$ cat config.mk
export PLATFORM = sky130hd
export DESIGN_NAME = hash_kw_seq_flat
export DESIGN_NICKNAME = d
export VERILOG_FILES = /design/src/rtl/hash_pkg.sv /design/src/rtl/hash_kw_seq_if.sv /design/src/rtl/kw_skid_fifo.sv /design/src/rtl/hash_kw_seq.sv /design/src/flat_wrapper.sv
export SDC_FILE = /design/constraint.sdc
export NUM_CORES = 1
export LEC_CHECK = 0
export ABC_AREA = 1
export BUFFER_PORTS_ARGS = -buffer_cell sky130_fd_sc_hd__buf_2
export CAP_MARGIN = 30
export CORE_MARGIN = 10
export CORE_UTILIZATION = 47
export DETAILED_ROUTE_END_ITERATION = 16
export HOLD_SLACK_MARGIN = 0.12
export PLACE_DENSITY_LB_ADDON = 0.25
export SYNTH_ARGS = -nofsm -noshare
export SYNTH_HDL_FRONTEND = slang
export SYNTH_SLANG_ARGS = --single-unit
$ cat constraint.sdc
create_clock -name clk -period 4.4 [get_ports clk]
set_clock_uncertainty 0.2 [all_clocks]
set_input_delay 0.88 -clock clk [delete_from_list [all_inputs] [get_ports clk]]
set_output_delay 0.88 -clock clk [all_outputs]
set_load 0.03 [all_outputs]
$ cat src/rtl/hash_pkg.sv
// hash_pkg: shared encodings for the SHA-2 K+W round sequencer (mode, round counts, FSM states)
package hash_pkg;
  typedef enum logic {MODE_256 = 1'b0, MODE_512 = 1'b1} mode_t;
  localparam int ROUNDS_256 = 64;
  localparam int ROUNDS_512 = 80;
  typedef enum logic [1:0] {IDLE, RUN, DRAIN, DONE} state_t;
endpackage

$ cat src/rtl/hash_kw_seq_if.sv
// hash_kw_seq_if: K+W output stream to the compression datapath
//   kw       K+W sum at stream head
//   kw_vld   head valid
//   kw_rdy   downstream accepts head
//   kw_first head is round 0
//   kw_last  head is final round
interface hash_kw_seq_if #(parameter int WW = 64);
  logic [WW-1:0] kw;
  logic kw_vld;
  logic kw_rdy;
  logic kw_first;
  logic kw_last;
  modport master(output kw, kw_vld, kw_first, kw_last, input kw_rdy);
  modport slave(input kw, kw_vld, kw_first, kw_last, output kw_rdy);
endinterface

$ cat src/rtl/kw_skid_fifo.sv
// kw_skid_fifo: shift-register sync FIFO whose head entry is always a register
//   clk, rst  clock and synchronous active-high reset
//   flush     empties the FIFO next cycle
//   push/din  write an entry (caller guarantees space)
//   pop       consume head (caller guarantees non-empty)
//   dout      head entry, zero when empty
//   cnt       occupancy
//   vld       non-empty
module kw_skid_fifo #(
  parameter int DW = 66,
  parameter int DEPTH = 2,
  localparam int CW = $clog2(DEPTH + 1)
) (
  input  logic clk,
  input  logic rst,
  input  logic flush,
  input  logic push,
  input  logic pop,
  input  logic [DW-1:0] din,
  output logic [DW-1:0] dout,
  output logic [CW-1:0] cnt,
  output logic vld
);
  logic [DW-1:0] mem [DEPTH];
  assign vld = cnt != '0;
  assign dout = vld ? mem[0] : '0;
  // entries shift toward slot 0 on pop; a push lands just past the surviving entries
  always_ff @(posedge clk) begin
    if (rst || flush) begin
      cnt <= '0;
      for (int i = 0; i < DEPTH; i++) mem[i] <= '0;
    end else begin
      cnt <= cnt + CW'(push) - CW'(pop);
      for (int i = 0; i < DEPTH; i++)
        if (push && i == int'(cnt) - int'(pop)) mem[i] <= din;
        else if (pop && i < DEPTH - 1) mem[i] <= mem[i < DEPTH - 1 ? i + 1 : i];
    end
  end
endmodule

$ cat src/rtl/hash_kw_seq.sv
// hash_kw_seq: SHA-2 round sequencer streaming K+W sums (64 rounds/32-bit or 80 rounds/64-bit)
//   clk, rst        clock and synchronous active-high reset
//   h_clr           flush / abort
//   h_run, h_mode   start a block in IDLE; mode 0 = 32-bit/64 rounds, 1 = 64-bit/80 rounds
//   w, w_vld, k     schedule word, its valid, round constant for the current round
//   round           round index to K ROM / W scheduler
//   round_adv       current round consumed this cycle
//   kw_bus          K+W output stream (master)
//   kw_done         one-cycle pulse after final transfer
//   busy            not IDLE
//   run_err         pulse: h_run rejected outside IDLE
module hash_kw_seq import hash_pkg::*; #(
  parameter int WW = 64,
  parameter int RW = 7,
  parameter int DEPTH = 2
) (
  input  logic clk,
  input  logic rst,
  input  logic h_clr,
  input  logic h_run,
  input  logic h_mode,
  input  logic [WW-1:0] w,
  input  logic w_vld,
  input  logic [WW-1:0] k,
  output logic [RW-1:0] round,
  output logic round_adv,
  hash_kw_seq_if.master kw_bus,
  output logic kw_done,
  output logic busy,
  output logic run_err
);
  localparam int CW = $clog2(DEPTH + 1);
  state_t state;
  mode_t mode;
  logic [CW-1:0] cnt;
  logic pop, space, last_rnd;
  logic [31:0] sum32;
  logic [WW-1:0] sum;
  logic [WW+1:0] head;
  assign sum32 = k[31:0] + w[31:0];
  assign sum = mode == MODE_512 ? k + w : WW'(sum32);
  assign last_rnd = round == RW'((mode == MODE_512 ? ROUNDS_512 : ROUNDS_256) - 1);
  assign pop = kw_bus.kw_vld && kw_bus.kw_rdy;
  // a full FIFO still has room when its head leaves this cycle
  assign space = int'(cnt) < DEPTH || pop;
  assign round_adv = !rst && !h_clr && state == RUN && w_vld && space;
  assign busy = state != IDLE;
  assign {kw_bus.kw, kw_bus.kw_first, kw_bus.kw_last} = head;
  kw_skid_fifo #(.DW(WW + 2), .DEPTH(DEPTH)) u_fifo (
    .clk(clk),
    .rst(rst),
    .flush(h_clr),
    .push(round_adv),
    .pop(pop),
    .din({sum, round == '0, last_rnd}),
    .dout(head),
    .cnt(cnt),
    .vld(kw_bus.kw_vld)
  );
  always_ff @(posedge clk) begin
    if (rst || h_clr) begin
      state <= IDLE;
      mode <= MODE_256;
      round <= '0;
      kw_done <= 1'b0;
      run_err <= 1'b0;
    end else begin
      kw_done <= 1'b0;
      run_err <= h_run && state != IDLE;
      case (state)
        IDLE: if (h_run) begin
          mode <= mode_t'(h_mode);
          round <= '0;
          state <= RUN;
        end
        RUN: if (round_adv) begin
          round <= last_rnd ? '0 : round + 1'b1;
          if (last_rnd) state <= DRAIN;
        end
        DRAIN: if (pop && cnt == CW'(1)) begin
          state <= DONE;
          kw_done <= 1'b1;
        end
        default: state <= IDLE;
      endcase
    end
  end
endmodule

$ cat src/flat_wrapper.sv
// flat-port wrapper written by rule: the top's interface ports become plain ports
module hash_kw_seq_flat import hash_pkg::*;
#(
  parameter int WW = 64,
  parameter int RW = 7,
  parameter int DEPTH = 2
)
  (clk, rst, h_clr, h_run, h_mode, w, w_vld, k, round, round_adv, kw_done, busy, run_err, kw_bus_kw, kw_bus_kw_vld, kw_bus_kw_first, kw_bus_kw_last, kw_bus_kw_rdy);
  hash_kw_seq_if #(.WW(WW)) kw_bus_i ();
  input  logic clk;
  input  logic rst;
  input  logic h_clr;
  input  logic h_run;
  input  logic h_mode;
  input  logic [WW-1:0] w;
  input  logic w_vld;
  input  logic [WW-1:0] k;
  output logic [RW-1:0] round;
  output logic round_adv;
  output logic kw_done;
  output logic busy;
  output logic run_err;
  output wire logic [$bits(kw_bus_i.kw)-1:0] kw_bus_kw;
  output wire logic [$bits(kw_bus_i.kw_vld)-1:0] kw_bus_kw_vld;
  output wire logic [$bits(kw_bus_i.kw_first)-1:0] kw_bus_kw_first;
  output wire logic [$bits(kw_bus_i.kw_last)-1:0] kw_bus_kw_last;
  input wire logic [$bits(kw_bus_i.kw_rdy)-1:0] kw_bus_kw_rdy;
  assign kw_bus_kw = kw_bus_i.kw;
  assign kw_bus_kw_vld = kw_bus_i.kw_vld;
  assign kw_bus_kw_first = kw_bus_i.kw_first;
  assign kw_bus_kw_last = kw_bus_i.kw_last;
  assign kw_bus_i.kw_rdy = kw_bus_kw_rdy;
  hash_kw_seq #(.WW(WW), .RW(RW), .DEPTH(DEPTH)) u_core (.clk(clk), .rst(rst), .h_clr(h_clr), .h_run(h_run), .h_mode(h_mode), .w(w), .w_vld(w_vld), .k(k), .round(round), .round_adv(round_adv), .kw_bus(kw_bus_i), .kw_done(kw_done), .busy(busy), .run_err(run_err));
endmodule
==> results by stage, run 1 <==
Routing:
- The first-pass detailed-route iteration total is 7.
- Dividing the detail-routed via count by the number of cells gives 4.85.
- The number of remaining DRC errors is 0.
- Wires add up to about 38000 µm.
- The routed wirelength normalized by instance count is 15.0 µm.
- In this run, the number of DRC markers left after iteration 0 of detailed routing was 892.
- The number of routed nets with antenna violations is 0.
- For this block, the via count after detailed routing is 12.2k.

Flow run:
- The tool flagged a number of max-cap violations equal to 0.

Place:
- The routability-driven placement congestion ratio is 0.955.
- The placed wire-length estimate after detailed placement is 30900 µm.
- Timing analysis after detailed placement gives a worst setup slack of 0.822 ns.
- Once placement completed, the tool counted placed cells totaling 2480.
- The count of input and output buffers is 212.

Synthesis:
- The cell area that synthesis handed to floorplanning was 12500 µm².
- Yosys instantiated no cell more often than sky130_fd_sc_hd__nand2_1.
- The number of warning messages in the yosys log is 0.
- The largest area contributor in the synthesized netlist is sky130_fd_sc_hd__edfxtp_1.
- After synthesis, the largest area contributor takes up 31.8% of total cell area.
- The commonest cells after synthesis are sky130_fd_sc_hd__nand2_1 (621), sky130_fd_sc_hd__inv_1 (467), sky130_fd_sc_hd__nor2_1 (265).
- After synthesis the netlist holds a flip-flop and latch count of ~150.
- The part of the Yosys area used for sequential elements is 34.1%.
- The per-instance average area after synthesis is 6.35 µm².
- By area the synthesized netlist is led by sky130_fd_sc_hd__edfxtp_1 (32%), sky130_fd_sc_hd__nand2_1 (19%), sky130_fd_sc_hd__inv_1 (14%).
- The count of cell types in the netlist is 36.
- Synthesis produced a netlist whose cell count is 1962.
- The share of synthesized registers carrying an async set or reset is 0%.
- Yosys mapped a number of flops with a built-in enable equal to 132.
- The prevailing post-synth register cell is sky130_fd_sc_hd__edfxtp_1.
- The net count after synthesis is 2171.

Critical path:
- The worst setup path is captured at a register.
- STA classifies the critical path startpoint as a primary input.
- The cell with the largest stage delay on the worst path is sky130_fd_sc_hd__buf_4.
- The origin of the critical flop-to-flop path is u_core.u_fifo.cnt[1].
- The highest fanout seen on the critical path is between 50 and 60.
- The setup check on the worst reg-to-reg path leaves a slack of 1.39 ns.
- The number of buffers and inverters on the critical path is 3.
- STA puts the critical path data required time at 4.45 ns.
- The kind of critical path is primary input to register.
- Walking the worst path, the cells encountered are buf_2 -> inv_1 -> nor2_1 -> ha_1 -> nand3_2 -> nand3_4 -> nand3_2 -> buf_4 -> o21ai_0 -> a21oi_1.
- On the worst path, the slowest cell contributes a delay of 0.48 ns.
- The most common cell type on the critical path is sky130_fd_sc_hd__nand3_2.
- The worst register-to-register path ends at u_core.u_fifo.mem[0][3].
- The data arrival time of the worst path is 3.20 ns.
- Among cell families on the critical path, the largest total delay comes from simple AND/OR/NAND/NOR gates.
- The number of cells on the worst reg-to-reg path is 9.

Pwr:
- In this run, flip-flops and latches consume 39.1% of the power.
- Combinational logic burns 25.3% of the power.
- The internal portion of total power is 2.75 mW.
- Summed over all cells, the static leakage comes to 8.15 nW.
- Dividing total power by cell area gives a power density of approximately 280 nW/µm².
- Across the VDD grid, the largest voltage drop is between 0.3 and 0.4 mV.
- The net switching share of the total power is between 30% and 40%.
- The reported net switching power is 1.32 mW.
- The portion of total power attributed to the clock network is 35.6%.
- Total power for the finished layout comes to 4.07 mW.

Timing:
- The post-layout worst setup margin is 1.25 ns.
- The count of pins over their slew limit is 0.
- The number of hold violations in the final report came to 0.
- The maximum clock rate is between 300 and 400 MHz.
- The relative max-transition margin is 56.2%.
- Setup total negative slack on the finished layout was measured at 0 ns.
- Setup repair after global routing left no endpoint under its margin.
- For the pin with the worst max-slew slack, the measured transition is 0.657 ns.
- The minimum clock period is 3.15 ns.
- The total of endpoints with negative setup slack in the final report is 0.
- The final cycle utilization of the critical path is 71.6%.

Global route:
- The first global-routing pass estimated between 50000 and 60000 µm of wire.
- The aggregate global-route resource usage is 22.0%.
- The initial antenna violation count is 0.
- The largest net degree at the start of global routing is 94.
- The total grt overflow is 0.
- The via count of the first global-routing pass is 11.6k.

Layout:
- The final layout contains ~2.4k nets.
- For this run, the number of standard cells in the final layout without fillers is around 2.5k.
- The antenna diode count is 0.
- The fraction of final layout cells with drive strength greater than 1 is 12.1%.
- The layout overhead on the synthesized area is 16.1%.
- Counting the fill cells in the layout gives 2667.

Clocking:
- The clock tree buffer depth is 2.
- The number of gates resized after CTS was 0.
- The clock network latency to the later pin of the worst-skew pair is 0.41 ns.
- The number of sinks driven by the clock tree is 146.
- For this design, the CTS-stage hold fixing added 0 buffers.
- The H-tree depth reported by CTS is 4.
- CTS placed an instance of sky130_fd_sc_hd__clkbuf_16 at the clock tree root.
- In this run, CTS created clock tree buffers numbering 17.
- The CTS clock-pin slew for the worst setup and hold paths is 0.07 ns.
- The clock tree from TritonCTS is built.
- The post-CTS setup buffer count is 0.

Floorplan:
- Pin placement for this block handled 213 I/O pins.
- The full die area is 33400 µm².
- The die width is around 180 µm.
- The total area inside the core boundary comes to 26100 µm².
- In this run the core area contains 59 standard-cell rows.
- The vertical die dimension is 183 µm.
- The effective utilization at floorplan is around 48%.

Status:
- The flow ran to the end, and the final reports show no timing, DRC or antenna violations.

Min path:
- The worst hold path terminates at u_core.round[5].
- The startpoint of the lowest-slack hold path is u_core.round[5].
- The number of cells on the worst hold path is 2.
- The worst hold-check path type is register to register.
## how the worst max path moves through the flow
stage | startpoint | end | slack [ns] | cells past startpoint
2_1_floorplan | h_clr | u_core.u_fifo.mem[0][0] | 0.49 | 8
3_3_place_gp | h_clr | u_core.u_fifo.mem[0][33] | 0.91 | 13
3_5_place_dp | h_clr | u_core.u_fifo.mem[0][33] | 0.82 | 13
4_1_cts | kw_bus_kw_rdy | u_core.u_fifo.mem[0][3] | 1.25 | 10
5_1_grt | h_clr | u_core.u_fifo.mem[0][33] | 1.00 | 13
6_report | kw_bus_kw_rdy | u_core.u_fifo.mem[0][3] | 1.25 | 10
## power by group through the flow
stage	sequential (mW)	combinational (mW)	clock, mW
after floorplan	1.62	0.682	0
after global placement	1.62	1.01	0
after detailed placement	1.62	1.02	0
after CTS	1.59	1.02	1.47
after global routing	1.60	1.17	1.53
final	1.59	1.03	1.45
## sequential cells by signal, indices dropped and copies added (netlist names)
name               count
u_core.mode            1
u_core.run_err         1
u_core.state           2
u_core.u_fifo.mem    132
u_core.u_fifo.cnt      2
u_core.round           7
u_core.kw_done         1
## layout by cell type (no fill, tap or decap), types with 28 or more instances in the layout
master,n
sky130_fd_sc_hd__nand3_1,93
sky130_fd_sc_hd__xor2_1,28
sky130_fd_sc_hd__nor2_1,264
sky130_fd_sc_hd__a21oi_1,91
sky130_fd_sc_hd__edfxtp_1,132
sky130_fd_sc_hd__buf_2,212
sky130_fd_sc_hd__inv_1,467
sky130_fd_sc_hd__ha_1,73
sky130_fd_sc_hd__nand2_1,620
sky130_fd_sc_hd__o21ai_0,64
## logic make-up after synthesis
| family | count (synthesis) | synth area share [%] |
|---|---|---|
| xor gates and xnor gates | 32 | 2.25 |
| buffers and inverters | 508 | 15.7 |
| and+or+nand+nor | 1023 | 32.8 |
| adders and majority gates | 74 | 7.49 |
| DFF | 146 | 34.1 |
| AOI/OAI and AO/OA | 179 | 7.68 |
## cell type report
| type | instances | area [µm²] | share of cell area (%) |
|---|---|---|---|
| Sequential cell | 146 | 4240 | 29.3 |
| Clock buffer | 17 | 425 | 2.94 |
| Tap cell | 335 | 419 | 2.90 |
| Inverter | 469 | 1760 | 12.2 |
| Multi-Input combinational cell | 1308 | 6270 | 43.3 |
| Timing Repair Buffer | 222 | 1170 | 8.11 |
| Clock inverter | 15 | 173 | 1.19 |
## routing by layer
layer / track usage, % / wire (µm) / vias to the layer above
li1: - / - / 6383
met4: 4.07 / 344 / 0
met1: 31.5 / 18000 / 5380
met5: 0 / 0 / -
met2: 34.9 / 16700 / 408
met3: 3.09 / 2600 / 18
## worst min-delay path: stages, from the launching register on
cell and delay (ns):
sky130_fd_sc_hd__dfxtp_1 0.32, sky130_fd_sc_hd__inv_1 0.07, sky130_fd_sc_hd__a221oi_1 0.07
## metrics by stage
step / cell area [µm²] / utilization, % / hold WS, ns
6_report: 14500 / 55.5 / 0.314
5_1_grt: 14500 / 55.5 / 0.353
3_5_place_dp: 13900 / 53.2 / 0.302
3_3_place_gp: 13900 / 53.2 / 0.308
4_1_cts: 14500 / 55.5 / 0.311
2_1_floorplan: 12500 / - / 0.255
(Power assumes the default switching activity.)
==> inputs of run 2 (changes only) <==
Settings changed: ABC_AREA 1 to 0.
Clock period 4.4 ns to 3.15 ns, I/O delays scaled along.
==> results by stage, run 2 <==
Critical path:
- The highest fanout seen on the critical path is 3.
- For the worst setup path, the data required time is 3.12 ns.
- The element type at the critical path end is a register.
- STA classifies the critical path startpoint as a primary input.
- The data arrival time of the worst path is 3.15 ns.
- The critical path is of the primary input to register type.

Layout:
- The largest registers in the layout are u_core.u_fifo.mem (132), u_core.round (7).
- The finished layout cell area is 13800 µm².
- Once layout is complete, the utilization of the core stands at approximately two thirds.
- After the last flow step, the layout net total stands at 1683.
- The fraction of final layout cells with drive strength greater than 1 is 34.5%.
- The count of cells in the finished layout, fillers not included, comes to roughly 1.8k.
- From synthesis to final layout, the design area changed by 37.8%.
- Leaving out fill and tap cells, the most frequent cells in the layout are sky130_fd_sc_hd__buf_2 (210), sky130_fd_sc_hd__buf_4 (196), sky130_fd_sc_hd__edfxtp_1 (132).
- Leaving out fill and tap cells, the most frequent cell in the layout is sky130_fd_sc_hd__buf_2.
- The largest register by flop count is u_core.u_fifo.mem.
- The number of antenna diodes in the final layout is 0.
- The register with the most flip-flops in the layout has 132 of them.

Pwr:
- The worst-case IR drop observed on VDD is 0.329 mV.
- The internal portion of the total power is 4.10 mW.
- In this run, flip-flops and latches consume about two fifths of the power.
- The reported net switching power is 1.65 mW.
- The post-layout total power is about 5.8 mW.
- Net switching is 28.6% of the power.
- The share of total power dissipated in the clock network is 34.1%.
- Dividing total power by cell area gives a power density of 417 nW/µm².
- The combinational share of power is 27.2%.
- In this run the static leakage power is 6.13 nW.

Synthesis:
- The portion of synthesized cell area occupied by the leading cell type is between 30% and 40%.
- The number of warning messages in the yosys log is 0.
- The number of nets handed over by synthesis was 1303.
- Sequential elements use 42.4% of the synthesized area.
- The cell count after synthesis is 1094.
- The number of synthesized flops with an enable pin is 132.
- After synthesis, the cell types taking the most area are sky130_fd_sc_hd__edfxtp_1 (40%), sky130_fd_sc_hd__ha_1 (9.1%), sky130_fd_sc_hd__nor2b_1 (5.5%).
- The cell area that synthesis handed to floorplanning was 10000 µm².
- The synthesized flop and latch total is 146.
- Dividing the synthesized area by the synthesized cell count gives 9.15 µm².
- In the synthesized netlist, the cells that appear most often are sky130_fd_sc_hd__edfxtp_1 (132), sky130_fd_sc_hd__nand2_1 (130), sky130_fd_sc_hd__nor2_1 (109).
- The largest area contributor in the synthesized netlist is sky130_fd_sc_hd__edfxtp_1.
- The count of cell types in the netlist is between 60 and 70.
- The prevailing post-synth register cell is sky130_fd_sc_hd__edfxtp_1.
- The share of synthesized registers carrying an async set or reset is 0%.
- sky130_fd_sc_hd__edfxtp_1 is the most common cell in the netlist.

Routing:
- The violation count after the first detailed-routing iteration is ~550.
- The number of remaining DRC errors is 0.
- Using the TritonRoute via totals, the vias-per-cell ratio works out to around 5.4.
- The via count is 9535.
- The number of routed nets with antenna violations is 0.
- The wire length reported by the detailed router is 30500 µm.
- The first-pass detailed-route iteration total is 5.
- The routed wirelength normalized by instance count is 17.3 µm.

Flow run:
- The count of max-cap constraint violations is 0.

Place:
- The placed wire-length estimate after detailed placement is 23400 µm.
- The placed cell count is 1721.
- Before CTS, the worst setup slack after placement is -0.617 ns.
- After detailed placement, the total cell area comes to 12800 µm².
- Routability-driven placement finished with a final weighted congestion of 0.911.
- Input and output buffers added on the ports amount to 212.

Clocking:
- The longest clock path from root to sink contains 2 buffers.
- The clock root buffer master is sky130_fd_sc_hd__clkbuf_16.
- Clock-pin slew was measured on the worst setup and hold paths at 0.06 ns.
- The clock tree from TritonCTS is built.
- The number of buffers created by CTS is 17.
- For this design, the sink count on the clock tree is 146.
- The later pin in the worst-skew pair is clocked with a latency of 0.42 ns.
- After clock tree synthesis, the flow added hold-fix buffers numbering 0.
- The H-tree depth reported by CTS is 4.

Timing:
- The number of hold violations in the final report is 0.
- Measured against its own limit, the worst slew margin works out to 53.7%.
- The total negative slack is -0.0237 ns.
- The final hold slack is 0.276 ns.
- In the finished design, the share of the clock period the worst path needs comes to 101%.
- Setup repair after global routing could not meet its margin everywhere.
- The worst path in the final design needs a cycle of 3.17 ns, including I/O delays and setup.
- The post-layout worst setup margin is -0.0237 ns.
- At the pin with the least slew margin, the transition time is ~0.70 ns.
- The count of pins over their slew limit is 0.
- The total of endpoints with negative setup slack in the final report is 1.
- The maximum clock rate is 315 MHz.

Global route:
- Global routing used 21.0% of the available tracks across all layers.
- The initial antenna violation count came to 0.
- The total grt overflow is 0.
- The via count of the first global-routing pass came to 9716.
- Entering global routing, the biggest net connects approximately 70 pins.
- The first global-routing pass estimated 48700 µm of wire.

Floorplan:
- The core region is 21000 µm².
- In this run the horizontal extent of the chip is 166 µm.
- The initial utilization of the core area, before any placement, comes to 47.6%.
- The die covers between 20000 and 30000 µm².
- The number of standard-cell rows in the floorplan is 53.
- The count of boundary I/O pins is 213.
- In this run the vertical extent of the chip is 166 µm.

Status:
- The flow ran to the end, but the final reports show violations.
- The checks that failed: setup timing.

Min path:
- The worst hold path belongs to the class primary input to register.
==> run 2: cell count changes after synthesis, sizes merged, moves of 37 or more <==
cell | before | now
nor2 | 266 | 109
nor2b | 0 | 88
xnor2 | 4 | 41
inv | 469 | 30
nand2 | 621 | 130
nand3 | 97 | 17
==> run 2: final cells by class <==
type	instances	area, µm²
Tap cell	275	344
Sequential cell	146	4240
Timing Repair Buffer	414	2650
Fill cell	1763	7220
Clock inverter	14	140
Inverter	30	113
Multi-Input combinational cell	865	5880
Clock buffer	18	429
==> run 2: power groups by stage <==
stage	Sequential (mW)	Clock [mW]	Combinational, mW
2_1_floorplan	2.26	0	0.801
3_3_place_gp	2.26	0	1.43
3_5_place_dp	2.27	0	1.44
4_1_cts	2.23	1.98	1.47
5_1_grt	2.23	2.06	1.70
6_report	2.23	1.96	1.56
==> run 2: final timing paths <==
path	startpoint	end	slack (ns)	depth (start not counted)
worst max-delay path	w[2]	u_core.u_fifo.mem[0][128]	-0.02	14
worst max register to register	u_core.state[1]	u_core.u_fifo.mem[0][41]	0.35	10
worst min-delay path	h_run	u_core.run_err	0.28	2
worst min register to register	u_core.state[0]	u_core.state[0]	0.31	2
==> run 2: logic make-up after synthesis <==
logic type	synth area share (%)
DFF	42.4
muxes	0.300
buffers and inverters	3.19
and+or+nand+nor	19.9
AOI/OAI and AO/OA	18.9
xor gates and xnor gates	6.04
adders and majority gates	9.32
==> run 2: critical path, stage by stage <==
cell and delay (ns):
sky130_fd_sc_hd__buf_2 0.12, sky130_fd_sc_hd__ha_4 0.23, sky130_fd_sc_hd__buf_4 0.14, sky130_fd_sc_hd__nor2b_4 0.13
sky130_fd_sc_hd__o2111ai_4 0.24, sky130_fd_sc_hd__buf_4 0.16, sky130_fd_sc_hd__a21oi_4 0.06, sky130_fd_sc_hd__o211ai_1 0.29
sky130_fd_sc_hd__nand3_1 0.19, sky130_fd_sc_hd__nor2_4 0.20, sky130_fd_sc_hd__o22ai_4 0.11, sky130_fd_sc_hd__a221oi_4 0.31
sky130_fd_sc_hd__mux2i_1 0.11, sky130_fd_sc_hd__or2_1 0.23
==> run 2: repair_timing <==
action | 4_1_cts | 5_1_grt
endpoints found under the setup margin | 9 | 52
buffers inserted | 3 | 6
pin swaps | 12 | 23
cloned | 0 | 0
endpoints found under the hold margin | 0 | 0
resized for setup | 14 | 54
==> run 2: per-layer routing <==
metal  wire (µm)  GRT usage [%]
met1       13600           27.3
met5           0              0
met2       14600           34.9
met3        1570           3.53
met4         697           6.63
